===== config.mk =====
export PLATFORM = sky130hd
export DESIGN_NAME = continuous_scheduler
export DESIGN_NICKNAME = d
export VERILOG_FILES = /design/src/rtl/continuous_scheduler.sv
export SDC_FILE = /design/constraint.sdc
export NUM_CORES = 1
export LEC_CHECK = 0
export BUFFER_PORTS_ARGS = -buffer_cell sky130_fd_sc_hd__buf_4
export CORE_MARGIN = 2
export CORE_UTILIZATION = 45
export DETAILED_ROUTE_END_ITERATION = 8
export GPL_ROUTABILITY_DRIVEN = 0
export SETUP_SLACK_MARGIN = 0.2
export SYNTH_ARGS = -nofsm -noshare
export SYNTH_HDL_FRONTEND = slang
export SYNTH_SLANG_ARGS = --single-unit

===== constraint.sdc =====
create_clock -name clk_i -period 4.27 [get_ports clk_i]
set_input_delay 0.854 -clock clk_i [delete_from_list [all_inputs] [get_ports clk_i]]
set_output_delay 0.854 -clock clk_i [all_outputs]
set_load 0.02 [all_outputs]

===== src/rtl/continuous_scheduler.sv =====
// Continuous-monitoring scheduler: arms the timer, requests a sensor read on expiry,
// reports the result, then holds the timer low for a guard interval before re-arming.
module continuous_scheduler #(
  parameter int GUARD_CYCLES = 2,
  parameter int READ_TIMEOUT = 50000000,
  parameter int COUNT_WIDTH  = 8
) (
  input  logic                   clk_i,
  input  logic                   rst_ni,
  input  logic                   start_i,
  input  logic                   stop_i,
  input  logic                   timer_done_i,
  input  logic                   read_done_i,
  input  logic                   read_error_i,
  output logic                   timer_activate_o,
  output logic                   read_req_o,
  output logic                   sample_valid_o,
  output logic                   error_pulse_o,
  output logic                   busy_o,
  output logic [COUNT_WIDTH-1:0] sample_count_o
);

  localparam int TW = $clog2(READ_TIMEOUT);
  localparam int GW = $clog2(GUARD_CYCLES + 1);
  localparam logic [TW-1:0] TMO_LAST   = TW'(READ_TIMEOUT - 1);
  localparam logic [GW-1:0] GUARD_LAST = GW'(GUARD_CYCLES - 1);

  typedef enum logic [2:0] {S_IDLE, S_ARM, S_READ, S_REPORT, S_RELEASE} state_e;

  state_e                 state_q, state_d;
  logic [TW-1:0]          tmo_q, tmo_d;
  logic [GW-1:0]          guard_q, guard_d;
  logic                   stop_pend_q, stop_pend_d;
  logic                   read_ok;
  logic                   timer_activate_q, timer_activate_d;
  logic                   read_req_q, read_req_d;
  logic                   sample_valid_q, sample_valid_d;
  logic                   error_pulse_q, error_pulse_d;
  logic                   busy_q, busy_d;
  logic [COUNT_WIDTH-1:0] count_q, count_d;

  always_ff @(posedge clk_i or negedge rst_ni) begin
    if (!rst_ni) begin
      state_q          <= S_IDLE;
      tmo_q            <= '0;
      guard_q          <= '0;
      stop_pend_q      <= 1'b0;
      timer_activate_q <= 1'b0;
      read_req_q       <= 1'b0;
      sample_valid_q   <= 1'b0;
      error_pulse_q    <= 1'b0;
      busy_q           <= 1'b0;
      count_q          <= '0;
    end else begin
      state_q          <= state_d;
      tmo_q            <= tmo_d;
      guard_q          <= guard_d;
      stop_pend_q      <= stop_pend_d;
      timer_activate_q <= timer_activate_d;
      read_req_q       <= read_req_d;
      sample_valid_q   <= sample_valid_d;
      error_pulse_q    <= error_pulse_d;
      busy_q           <= busy_d;
      count_q          <= count_d;
    end
  end

  always_comb begin
    state_d     = state_q;
    tmo_d       = '0;
    guard_d     = '0;
    stop_pend_d = stop_pend_q;
    read_ok     = 1'b0;
    if (state_q != S_IDLE && stop_i) stop_pend_d = 1'b1;
    case (state_q)
      S_IDLE: begin
        if (start_i && !stop_i) begin
          state_d     = S_ARM;
          stop_pend_d = 1'b0;
        end
      end
      S_ARM: begin
        if (stop_pend_q)       state_d = S_RELEASE;
        else if (timer_done_i) state_d = S_READ;
      end
      S_READ: begin
        // error beats done; done on the timeout edge still counts as a good read
        if (read_error_i) begin
          state_d = S_REPORT;
        end else if (read_done_i) begin
          state_d = S_REPORT;
          read_ok = 1'b1;
        end else if (tmo_q == TMO_LAST) begin
          state_d = S_REPORT;
        end else begin
          tmo_d = tmo_q + 1'b1;
        end
      end
      S_REPORT: state_d = S_RELEASE;
      S_RELEASE: begin
        if (guard_q == GUARD_LAST) state_d = stop_pend_d ? S_IDLE : S_ARM;
        else                       guard_d = guard_q + 1'b1;
      end
      default: state_d = S_IDLE;
    endcase
  end

  always_comb begin
    timer_activate_d = (state_d == S_ARM) || (state_d == S_READ) || (state_d == S_REPORT);
    read_req_d       = (state_d == S_READ);
    sample_valid_d   = (state_d == S_REPORT) && read_ok;
    error_pulse_d    = (state_d == S_REPORT) && !read_ok;
    busy_d           = (state_d != S_IDLE);
    count_d          = count_q;
    if (state_q == S_IDLE && state_d == S_ARM) count_d = '0;
    else if (state_d == S_REPORT && read_ok)   count_d = count_q + 1'b1;
  end

  assign timer_activate_o = timer_activate_q;
  assign read_req_o       = read_req_q;
  assign sample_valid_o   = sample_valid_q;
  assign error_pulse_o    = error_pulse_q;
  assign busy_o           = busy_q;
  assign sample_count_o   = count_q;

endmodule


Word-level counts from Yosys, hierarchy flattened
Index checks and enable logic that the tools add are counted.

Output and inout bits: 13. Input bits: 7. Bits in registers: 45. Word-level logic and storage cells: 58.

$add $sub $neg: 3. Equality and inequality tests: 9. Multiplexer cells: 23. Reduce and logical (&&, ||, !) cells: 13.

Operators with widths (number): $mux 26 (4); $add 26x1->26 const B (1); $eq 26x26->1 const B (1); $mux 3 (7); $mux 8 (2); $pmux 3 s5 (1); $eq 3x2->1 const B (4); $add 8x1->8 const B (1); $mux 1 (7); $eq 3x1->1 const B (2); $reduce_bool 3->1 (2); $logic_and 1x1->1 (5); $mux 2 (2); $eq 3x3->1 const B (1); $logic_not 3->1 (1); $add 2x1->2 const B (1); $eq 2x1->1 const B (1); $logic_not 1->1 (2); $logic_or 1x1->1 (2); $reduce_bool 2->1 (1).

Logic depth before layout (Yosys ltp)
Gate-level depths: netlist of the first run.

Word-level depth: 10. Gate-level depth with buffers: 7. Gate-level depth less buffers: 5.

Worst setup path after synthesis of the first run
Ideal clock, no wire load.

Path kind: input port to flip-flop. Start: in read_done_i. End: reg count_q[5] (netlist: sample_count_o[5]). Setup slack: 2382 ps. Cell stages on the path: 4. Required time: 4192 ps. Arrival: 1810 ps. Cells stage by stage: nor2b_1 > nand4_1 > or3_1 > a21oi_1.

Word-level cells in the longest chain between the ends: 6. Elaborated cells on any way between the ends: 12. Classes of those cells: eq/ne (2); mux (7); reduce/logical (3).

Ends and longest elaborated chain: from (decl) (RTL line 13) `input logic read_done_i,`; $mux 3 (RTL line 90) `end else if (read_done_i) begin`; $mux 3 (RTL line 88) `if (read_error_i) begin`; $pmux 3 s5 (RTL line 75) `case (state_q)`; $eq 3x1->1 / $eq 3x2->1 (equally long branches) (RTL line 115, 116); $logic_and 1x1->1 (on tied branches) (RTL line 115, 116); $mux 8 / $reduce_bool 2->1 (equally long branches); to (signal assigned) (RTL line 64) `count_q <= count_d;`; to (decl) (RTL line 40) `logic [COUNT_WIDTH-1:0] count_q, count_d;`.

Parallel ways exist; a longest one is shown, timed or not. A chain may end at the register's enable or synchronous reset.

Worst setup path in the final report of the first run
Start: reg tmo_q[0]. End: reg tmo_q[22].

Word-level cells in the longest chain between the ends: 5. Elaborated cells on any way between the ends: 6. Classes of those cells: add/sub (1); eq/ne (1); mux (4).

Ends and longest elaborated chain: from (decl) (RTL line 31) `logic [TW-1:0] tmo_q, tmo_d;`; from (signal assigned) (RTL line 56) `tmo_q <= tmo_d;`; $add 26x1->26 / $eq 26x26->1 (equally long branches) (RTL line 96, 93); $mux 26 (*) (RTL line 93) `end else if (tmo_q == TMO_LAST) begin`; $mux 26 (*) (RTL line 90); $mux 26 (*) (RTL line 88); $mux 26 (*) (RTL line 75); named net tmo_d[22] (RTL line 31).

Mark *: on every way through the listed nets, which the timed path passes. The rest lies on a longest branch.

==> results of run 1 <==
==> cells in the mapped netlist, types with 4 or more instances <==
cell      instances
a21oi_1           7
nor3_1           14
and3_1            4
or4_1             5
or3_1            13
xor2_1           11
buf_2             5
o21ai_0          14
nand4_1           8
o31ai_1           5
nand2_1          12
nand3_1          15
a211oi_1         12
dfrtp_1          45
inv_1             7
nor2_1            8
clkbuf_1          4
==> stage by stage <==
step	setup slack, ns	cell area (um^2)	hold WS [ns]	utilization, %
final	1.95	2550	0.465	52.9
after global routing	1.73	2550	0.502	52.9
after CTS	1.94	2550	0.469	52.9
after detailed placement	1.96	2470	0.457	51.2
after global placement	2.02	2470	0.454	51.2
after floorplan	2.38	2300	0.432	-
==> cell type report <==
cell class                      count  area (um^2)  area share [%]
Clock buffer                        6         72.6            2.85
Sequential cell                    45         1130            44.2
Clock inverter                      2         10.0           0.393
Multi-Input combinational cell    165         1090            42.7
Timing Repair Buffer               19          143            5.59
Inverter                            7         26.3            1.03
Tap cell                           67         83.8            3.29
==> state kept, by name, indices dropped and copies added, names as in the netlist <==
register          flops
busy_o                1
error_pulse_o         1
guard_q               2
read_req_o            1
sample_count_o        8
sample_valid_o        1
state_q               3
stop_pend_q           1
timer_activate_o      1
tmo_q                26
==> final timing paths <==
kind	cells after the start	slack, ns	endpoint
max	5	1.95	tmo_q[22]
min	1	0.46	guard_q[0]
max reg2reg	5	1.95	tmo_q[22]
min reg2reg	1	0.46	guard_q[0]
max in group asynchronous	1	3.32	tmo_q[4]
min in group asynchronous	1	0.54	sample_count_o[7]
==> cells by family (layout without fill, tap and decap cells) <==
kind of cell,Yosys count,in the layout,synth area share [%]
buffers and inverters,18,34,3.54
AND/OR/NAND/NOR,102,102,27.2
XOR/XNOR,14,14,5.34
AO/OA/AOI/OAI,47,47,13.8
adder cells (fa/ha/maj),2,2,1.09
flip-flops,45,45,49.0
==> metal layers <==
metal | vias to the layer above | global-route usage (%)
met3 | 4 | 3.97
met2 | 39 | 27.0
met1 | 861 | 25.7
met5 | - | 0
met4 | 0 | 5.85
li1 | 877 | -
==> power breakdown <==
part | switching (W) | internal [W] | total [W]
clock network | 0.000141 | 0.000114 | 0.000254
registers | 0.0000424 | 0.000468 | 0.000511
logic | 0.000119 | 0.0000871 | 0.000206
total | 0.000302 | 0.000669 | 0.000971
==> placed cells by master, fill, tap and decap left out, types with 3 or more instances in the layout <==
cell and n:
xnor2_1 3, inv_1 7, and2_1 3, o21ai_0 14, nor2_1 8, nor4_1 3
o31ai_1 5, dfrtp_1 45, buf_4 19, nor3_1 14, a211oi_1 12, nand3_1 15
a21oi_1 7, and3_1 4, xor2_1 11, nand4_1 8, or3_1 13, or4_1 5
clkbuf_8 5, nand2_1 12
==> critical path, stage by stage, from the launching register on <==
cell and delay [ns]:
dfrtp_1 0.39, ha_1 0.19, and3_1 0.34, nand4_1 0.44, or4_1 0.60, a211oi_1 0.24
==> run metrics, run 1 <==
Vias per Instance=5.73; placed cell count=303; Port Buffers=19; beginning of the critical path=tmo_q[0]; Final Non-Filler Cells=311; Top Layer Used=met4; IO Pins=20; M1 WL=2270 um; CP max FO=12; post_cts resized=0; pin count of the biggest net entering global routing=46; post-synth cell types=41; dpl hpwl=2910 um; fin crit period=2.32 ns; Avg Cell Area, Syn=10.1 um^2; top post-synthesis cells by area=dfrtp_1 (49%), xor2_1 (4.2%), a211oi_1 (3.9%); Gate Count Post-Synth=228; share of cells above drive strength 1=13.5%; chip height=75.4 um; Antenna diodes=0; maxcap violations=0; CTS root buf=clkbuf_8; Hold Startpoint=guard_q[0]; EDFF count, synth=0; WP data required=4.46 ns; CTS max path bufs=2; critical path endpoint category=flop; Max Clock Skew=0.00863 ns; Final ANT Viol Nets=0; unrepaired setup endpoints after global routing=no; DR vias=1781; nets=252; outcome=completed; synthesized flop and latch total=45; Arrival @ worst endpoint=2.50 ns; Pleak=1.05 nW; Hold Path Class=flop to flop; syn nets=237; Synth area leader=dfrtp_1; Worst R2R Start=tmo_q[0]; Power Total=0.000971 W; CTS Buf Count=5; Netlist Area Pre-Place=2300 um^2; CTS tree=done; peak supply drop=0.169 mV; core area=4820 um^2; power per cell area=381 nW/um^2; top cell type's share of synthesized area=49.0%; H-tree levels=2; post-detailed-routing wire length=4510 um; DR WL met2=1990 um; # Post-CTS Setup Buffers=0; setup violators final=0; first-pass GRT wire length=7780 um; Slew @ Worst Pin=1.02 ns; Hold Vio Cnt, Final=0; fillers=460; Setup TNS=0 ns; number of global-route vias before repair=1621; Residual DRC=0; 1st-iter DRT viols=59; initial antenna violation count=0; clock latency on the worst-skew pair=0.30 ns; Startpoint Class=flop; register area share after synthesis=49.0%; Initial DRT Pass Iterations=4; Overflow after GRT=0; # rows=25; asr flop ratio synth=100%; met3 WL post-DR=209 um; wire per inst=14.5 um; initial core utilization=47.7%; Worst-path clk slew=0.08 ns; YS warnings=0; fin. max-slew vios=0; Achievable Freq=432 MHz; Max transition margin=31.5%; prevailing post-synth register cell=dfrtp_1; All-Layer GR Usage=17.9%; Hold Buf Count CTS=0; Worst Path Class, Setup=flop to flop; die area=5690 um^2; fin crit share=54.2%; Die X=75.4 um; Num Clock Sinks=45; P&R area growth vs syn=11.1%
Power figures use the tool's default switching activity.
==> run 2: changes to the inputs <==
==> constraint.sdc (replaced) <==
create_clock -name clk_i -period 2.2 [get_ports clk_i]
set_input_delay 0.44 -clock clk_i [delete_from_list [all_inputs] [get_ports clk_i]]
set_output_delay 0.44 -clock clk_i [all_outputs]
set_load 0.02 [all_outputs]
==> run 2 against run 1 <==
Sequential power increased by 94%. Fmax increased by 25%. Final cell count increased by 2.9%. Hold slack got worse by 0.34 ns. Routed wire length increased by 1.3%. Core utilization increased by 2.1 points. Combinational power increased by 100%. Critical path depth increased by 1. First-iteration DRC count increased by 8.5%. Global-route usage increased by 0.47 points. Register-to-register slack got worse by 1.6 ns.
==> run metrics, run 2 (synthesized netlist as in run 1, its figures left out) <==
Overflow after GRT=0 (unchanged); CTS max path bufs=2 (unchanged); slowest CP cell=dfrtp_1; dpl hpwl=3110 um (+6.8%); Worst Path Class, Setup=flop to flop; Antenna diodes=0 (unchanged); multi-input logic area=1090 um^2 (unchanged); wire per inst=14.3 um (-1.5%); fin crit period=1.85 ns (-0.469 ns); core area=4820 um^2 (unchanged); Initial DRT Pass Iterations=4 (unchanged); clock latency on the worst-skew pair=0.30 ns (about the same); fillers=470 (+2.2%); peak supply drop=0.330 mV (+95%); initial antenna violation count=0 (unchanged); P&R area growth vs syn=15.4%; Die X=75.4 um (unchanged); fin. max-slew vios=0 (unchanged); WP data required=2.41 ns (-2.05 ns); setup ws final=0.354 ns (-1.60 ns); Max Clock Skew=0.00711 ns (-0.00153 ns); chip height=75.4 um (unchanged); Achievable Freq=542 MHz (+25%); CP max FO=8 (-4); post-detailed-routing wire length=4570 um (+1.3%); Hold Buf Count CTS=0 (unchanged); All-Layer GR Usage=18.4% (+0.47 points); number of flip-flops under the largest register name=26 (unchanged); Largest Register=tmo_q; critical path endpoint category=flop; Setup TNS=0 ns (unchanged); pin count of the biggest net entering global routing=46 (unchanged); 1st-iter DRT viols=64 (+8.5%); Startpoint Class=flop; most frequent cells in the layout=dfrtp_1 (45), buf_4 (28), nand3_1 (15), o21ai_0 (14), nor3_1 (14); Hold Path Class=input port to async pin; Max transition margin=63.2% (+32 points); # rows=25 (unchanged); outcome=completed; CTS tree=done; Sequential Area=1130 um^2 (unchanged); Vias per Instance=5.65 (-1.4%); setup violators final=0 (unchanged); leading cell type in the layout, fill and taps excluded=dfrtp_1; Cell Chain, Critical Path=ha_1, and3_1, nand4_1, buf_6, or3_1, a211oi_1; CTS Buf Count=5 (unchanged); Final ANT Viol Nets=0 (unchanged); unrepaired setup endpoints after global routing=no; first-pass GRT wire length=7890 um (+1.4%); number of global-route vias before repair=1706 (+5.2%); Hold Vio Cnt, Final=0 (unchanged); Residual DRC=0 (unchanged); H-tree levels=2 (unchanged); Num Clock Sinks=45 (unchanged); DR vias=1807 (+1.5%); fin crit share=83.9% (+30 points); Worst-path clk slew=0.08 ns (about the same); Post-Place Worst Slack=0.351 ns (-1.61 ns); initial core utilization=47.7% (unchanged); Arrival @ worst endpoint=2.06 ns (-0.44 ns); share of cells above drive strength 1=17.0% (+3.5 points); Slew @ Worst Pin=0.553 ns (-0.471 ns); Pleak=1.11 nW (+5.7%); Port Buffers=19 (unchanged); flop2flop setup slack=0.35 ns (-1.60 ns); die area=5690 um^2 (unchanged); slowest stage delay, CP=0.39 ns (-0.21 ns); IO Pins=20 (unchanged); maxcap violations=0 (unchanged); power per cell area=762 nW/um^2 (+100%); CTS root buf=clkbuf_8; final core utilization=55.0% (+2.1 points); nets=262 (+4.0%)
==> run 2: power by group <==
group / total (W) / internal (W) / switching, W
clock network: 0.000608 / 0.000330 / 0.000277
logic: 0.000419 / 0.000185 / 0.000234
registers: 0.000992 / 0.000908 / 0.0000838
==> run 2: worst max-delay path, delay by kind of cell, from the launching register on <==
kind	cells	cell delay [ns]
simple gates	3	0.74
flops	1	0.39
buf+inv	1	0.21
compound gates	1	0.24
fa+ha+maj	1	0.19
==> run 2: layout make-up <==
class / instances / share of cell area, %
sequential: 45 / 42.5
multi-input combinational: 165 / 41.1
timing repair buffer: 29 / 8.36
tap: 67 / 3.16
clock buffer: 5 / 2.60
clock inverter: 2 / 1.32
inverter: 7 / 0.992
==> run 2: what timing repair did <==
item,4_1_cts,5_1_grt
setup buffers,0,2
endpoints found under the setup margin,0,1
gates resized for setup,0,1
==> run 2: routing by layer <==
layer / global-route usage [%] / up-vias / routed length (um)
li1: - / 899 / -
met1: 23.7 / 862 / 2150
met2: 30.5 / 39 / 2160
met3: 4.50 / 7 / 206
met4: 5.85 / 0 / 48
met5: 0 / - / 0
==> run 2: per-stage QoR <==
step           cell area [um^2]  instances  power (W)  hold slack [ns]
6_report                   2650        320    0.00202            0.121
5_1_grt                    2650        320    0.00215            0.163
4_1_cts                    2630        318    0.00204            0.146
3_5_place_dp               2530        311    0.00143            0.458
3_3_place_gp               2530        311    0.00143            0.453
2_1_floorplan              2300        228    0.00127            0.144
==> run 2: path summary, 6_finish.rpt <==
kind / start / end / cells after the start
worst min-delay path: rst_ni / stop_pend_q / 1
worst max register to register: tmo_q[0] / tmo_q[18] / 6
worst min register to register: guard_q[0] / guard_q[0] / 1
min in group clk_i: stop_i / stop_pend_q / 3
max in group asynchronous: rst_ni / tmo_q[10] / 1
worst max-delay path: tmo_q[0] / tmo_q[18] / 6
==> run 3: changes to the inputs <==
--- a/config.mk
+++ b/config.mk
@@ -5,11 +5,13 @@
 export SDC_FILE = /design/constraint.sdc
 export NUM_CORES = 1
 export LEC_CHECK = 0
+export ABC_AREA = 1
 export BUFFER_PORTS_ARGS = -buffer_cell sky130_fd_sc_hd__buf_4
 export CORE_MARGIN = 2
 export CORE_UTILIZATION = 45
 export DETAILED_ROUTE_END_ITERATION = 8
 export GPL_ROUTABILITY_DRIVEN = 0
+export PLACE_DENSITY = 0.65
 export SETUP_SLACK_MARGIN = 0.2
 export SYNTH_ARGS = -nofsm -noshare
 export SYNTH_HDL_FRONTEND = slang
==> constraint.sdc (replaced) <==
create_clock -name clk_i -period 1.6 [get_ports clk_i]
set_input_delay 0.32 -clock clk_i [delete_from_list [all_inputs] [get_ports clk_i]]
set_output_delay 0.32 -clock clk_i [all_outputs]
set_load 0.02 [all_outputs]
==> run 3 against run 2 <==
The run now ends with negative hold slack left. Power rose by 45%. Via count is 26% higher. Highest routed layer unchanged. Design area increased by 22%. Non-clock buffer count grew 28. Hold slack got worse by 0.12 ns. Combinational power grew 71%. Synthesized cell count rose by 40%. Register-to-register slack worse by 0.27 ns. Critical endpoint is now tmo_q[19].
==> run metrics, run 3 <==
fin crit period=1.52 ns (-0.327 ns); register area share after synthesis=46.0% (-3.1 points); share of cells above drive strength 1=32.5% (+16 points); Netlist Area Pre-Place=2450 um^2 (+6.6%); maxcap violations=0 (unchanged); post-synth cell types=36 (-12%); fin. max-slew vios=0 (unchanged); nets=390 (+49%); Hold Vio Cnt, Final=2 (+2); Vias per Instance=5.05 (-11%); Synth area leader=dfrtp_1; most frequent cells in the layout=nand2_1 (56), nor2_1 (52), buf_4 (52), dfrtp_1 (42), inv_1 (37); P&R area growth vs syn=31.8%; Slew @ Worst Pin=0.566 ns (+0.0137 ns); Die X=77.8 um (+3.1%); syn nets=328 (+38%); Final ANT Viol Nets=0 (unchanged); Overflow after GRT=0 (unchanged); unrepaired setup endpoints after global routing=yes; Worst-path clk slew=0.09 ns (about the same); dpl hpwl=3910 um (+26%); number of global-route vias before repair=2114 (+24%); Antenna diodes=0 (unchanged); Cell Chain, Critical Path=nand2_1, nor2_2, nand2_2, nor2_4, nand3_2, nor2_2, nand2_1, nand2_1, nor2_1; IO Pins=20 (unchanged); CTS root buf=clkbuf_8; post-detailed-routing wire length=5940 um (+30%); commonest cells in the synthesized netlist=nand2_1 (65), nor2_1 (62), dfrtp_1 (45); die area=6050 um^2 (+6.3%); power per cell area=910 nW/um^2 (+19%); asr flop ratio synth=100% (unchanged); core area=5170 um^2 (+7.4%); first-pass GRT wire length=9670 um (+23%); Max Clock Skew=0.00455 ns (-0.00256 ns); CTS Buf Count=5 (unchanged); critical path endpoint category=flop; peak supply drop=0.669 mV (+100%); Startpoint Class=flop; WP data required=1.80 ns (-0.61 ns); CP most frequent cell=nand2_1; top cell type's share of synthesized area=46.0% (-3.1 points); Initial DRT Pass Iterations=4 (unchanged); Num Clock Sinks=45 (unchanged); 1st-iter DRT viols=208 (+230%); initial antenna violation count=0 (unchanged); # rows=26 (+4.0%); H-tree levels=2 (unchanged); outcome=finished, violations left; Port Buffers=19 (unchanged); Arrival @ worst endpoint=1.72 ns (-0.34 ns); Worst Path Class, Setup=flop to flop; All-Layer GR Usage=20.2% (+1.8 points); Post-Place Worst Slack=0.0748 ns (-0.277 ns); Power Total=0.00294 W (+45%); YS warnings=0 (unchanged); setup violators final=0 (unchanged); setup ws final=0.0807 ns (-0.273 ns); fin crit share=95.0% (+11 points); prevailing post-synth register cell=dfrtp_1; slowest stage delay, CP=0.45 ns (+0.06 ns); slowest CP cell=dfrtp_1; DR vias=2277 (+26%); Achievable Freq=658 MHz (+22%); chip height=77.8 um (+3.1%); pin count of the biggest net entering global routing=46 (unchanged); Avg Cell Area, Syn=7.68 um^2 (-24%); EDFF count, synth=0 (unchanged); hold slack=-0.00102 ns (-0.122 ns); wire per inst=13.2 um (-7.8%); Pleak=1.43 nW (+29%); violated checks=negative hold slack; initial core utilization=47.3% (-0.32 points); Residual DRC=0 (unchanged); count leader, synth=nand2_1; CP max FO=3 (-5); CTS tree=done; leading cell type in the layout, fill and taps excluded=nand2_1; Hold Path Class=input port to async pin; top post-synthesis cells by area=dfrtp_1 (46%), nand2_1 (10%), nor2_1 (9.5%); clock latency on the worst-skew pair=0.31 ns (about the same); Max transition margin=62.2% (-0.91 points); Largest Register=tmo_q; Gate Count Post-Synth=319 (+40%); synthesized flop and latch total=45 (unchanged); CTS max path bufs=2 (unchanged); number of flip-flops under the largest register name=26 (unchanged)
==> run 3: path summary, 6_finish.rpt <==
path                                    from  slack (ns)                end  cells past startpoint
worst max-delay path                tmo_q[3]        0.08          tmo_q[19]                      9
worst max register to register      tmo_q[3]        0.08          tmo_q[19]                      9
max in group asynchronous             rst_ni        1.18  sample_count_o[2]                      1
worst min-delay path                  rst_ni      -0.001           tmo_q[0]                      1
min in group clk_i              read_error_i        0.20          tmo_q[24]                      2
worst min register to register    guard_q[0]        0.47         guard_q[0]                      1
==> run 3: per-layer routing <==
metal	track usage, %	up-vias	wire length [um]
met5	0	-	0
met4	5.36	0	148
met3	4.88	16	342
met2	33.9	75	2850
met1	25.9	1044	2600
li1	-	1142	-
==> run 3: worst max-delay path, delay by kind of cell, from the launching register on <==
| family | cells | cell delay (ns) |
|---|---|---|
| flip-flops | 1 | 0.45 |
| AND/OR/NAND/NOR | 9 | 0.97 |
==> run 3: power breakdown <==
part           switching, W  internal (W)
combinational      0.000434      0.000283
sequential        0.0000957       0.00125
clock              0.000409      0.000463
total              0.000939       0.00200
==> run 3: timing repair <==
| item | CTS | global route |
|---|---|---|
| hold buffers | 0 | 0 |
| setup endpoints to repair | 24 | 39 |
| pin swaps | 10 | 21 |
| buffers inserted | 16 | 9 |
| resized for setup | 11 | 42 |
==> run 3: metrics by stage <==
stage          hold WS, ns  instances  setup TNS, ns  utilization (%)  instance area, um^2
3_3_place_gp         0.359        419              0             53.3                 2760
2_1_floorplan       0.0244        319              0                -                 2450
6_report          -0.00102        451              0             62.4                 3230
5_1_grt             0.0520        451        -0.0680             62.4                 3230
4_1_cts             0.0252        442              0             58.5                 3030
3_5_place_dp         0.364        419              0             53.3                 2760
==> run 3: cell type report <==
cell class	count	area, um^2
Clock inverter	2	38.8
Fill cell	440	1950
Sequential cell	45	1130
Timing Repair Buffer	57	447
Inverter	45	176
Tap cell	70	87.6
Clock buffer	5	68.8
Multi-Input combinational cell	227	1280
==> run 3: cell families after synthesis <==
group                    count (synthesis)  share of synthesized area (%)
AO/OA/AOI/OAI                           27                           6.54
XOR/XNOR                                 5                           1.79
adder cells (fa/ha/maj)                  2                           1.02
buffers and inverters                   47                           7.66
flip-flops                              45                           46.0
AND/OR/NAND/NOR                        193                           37.0
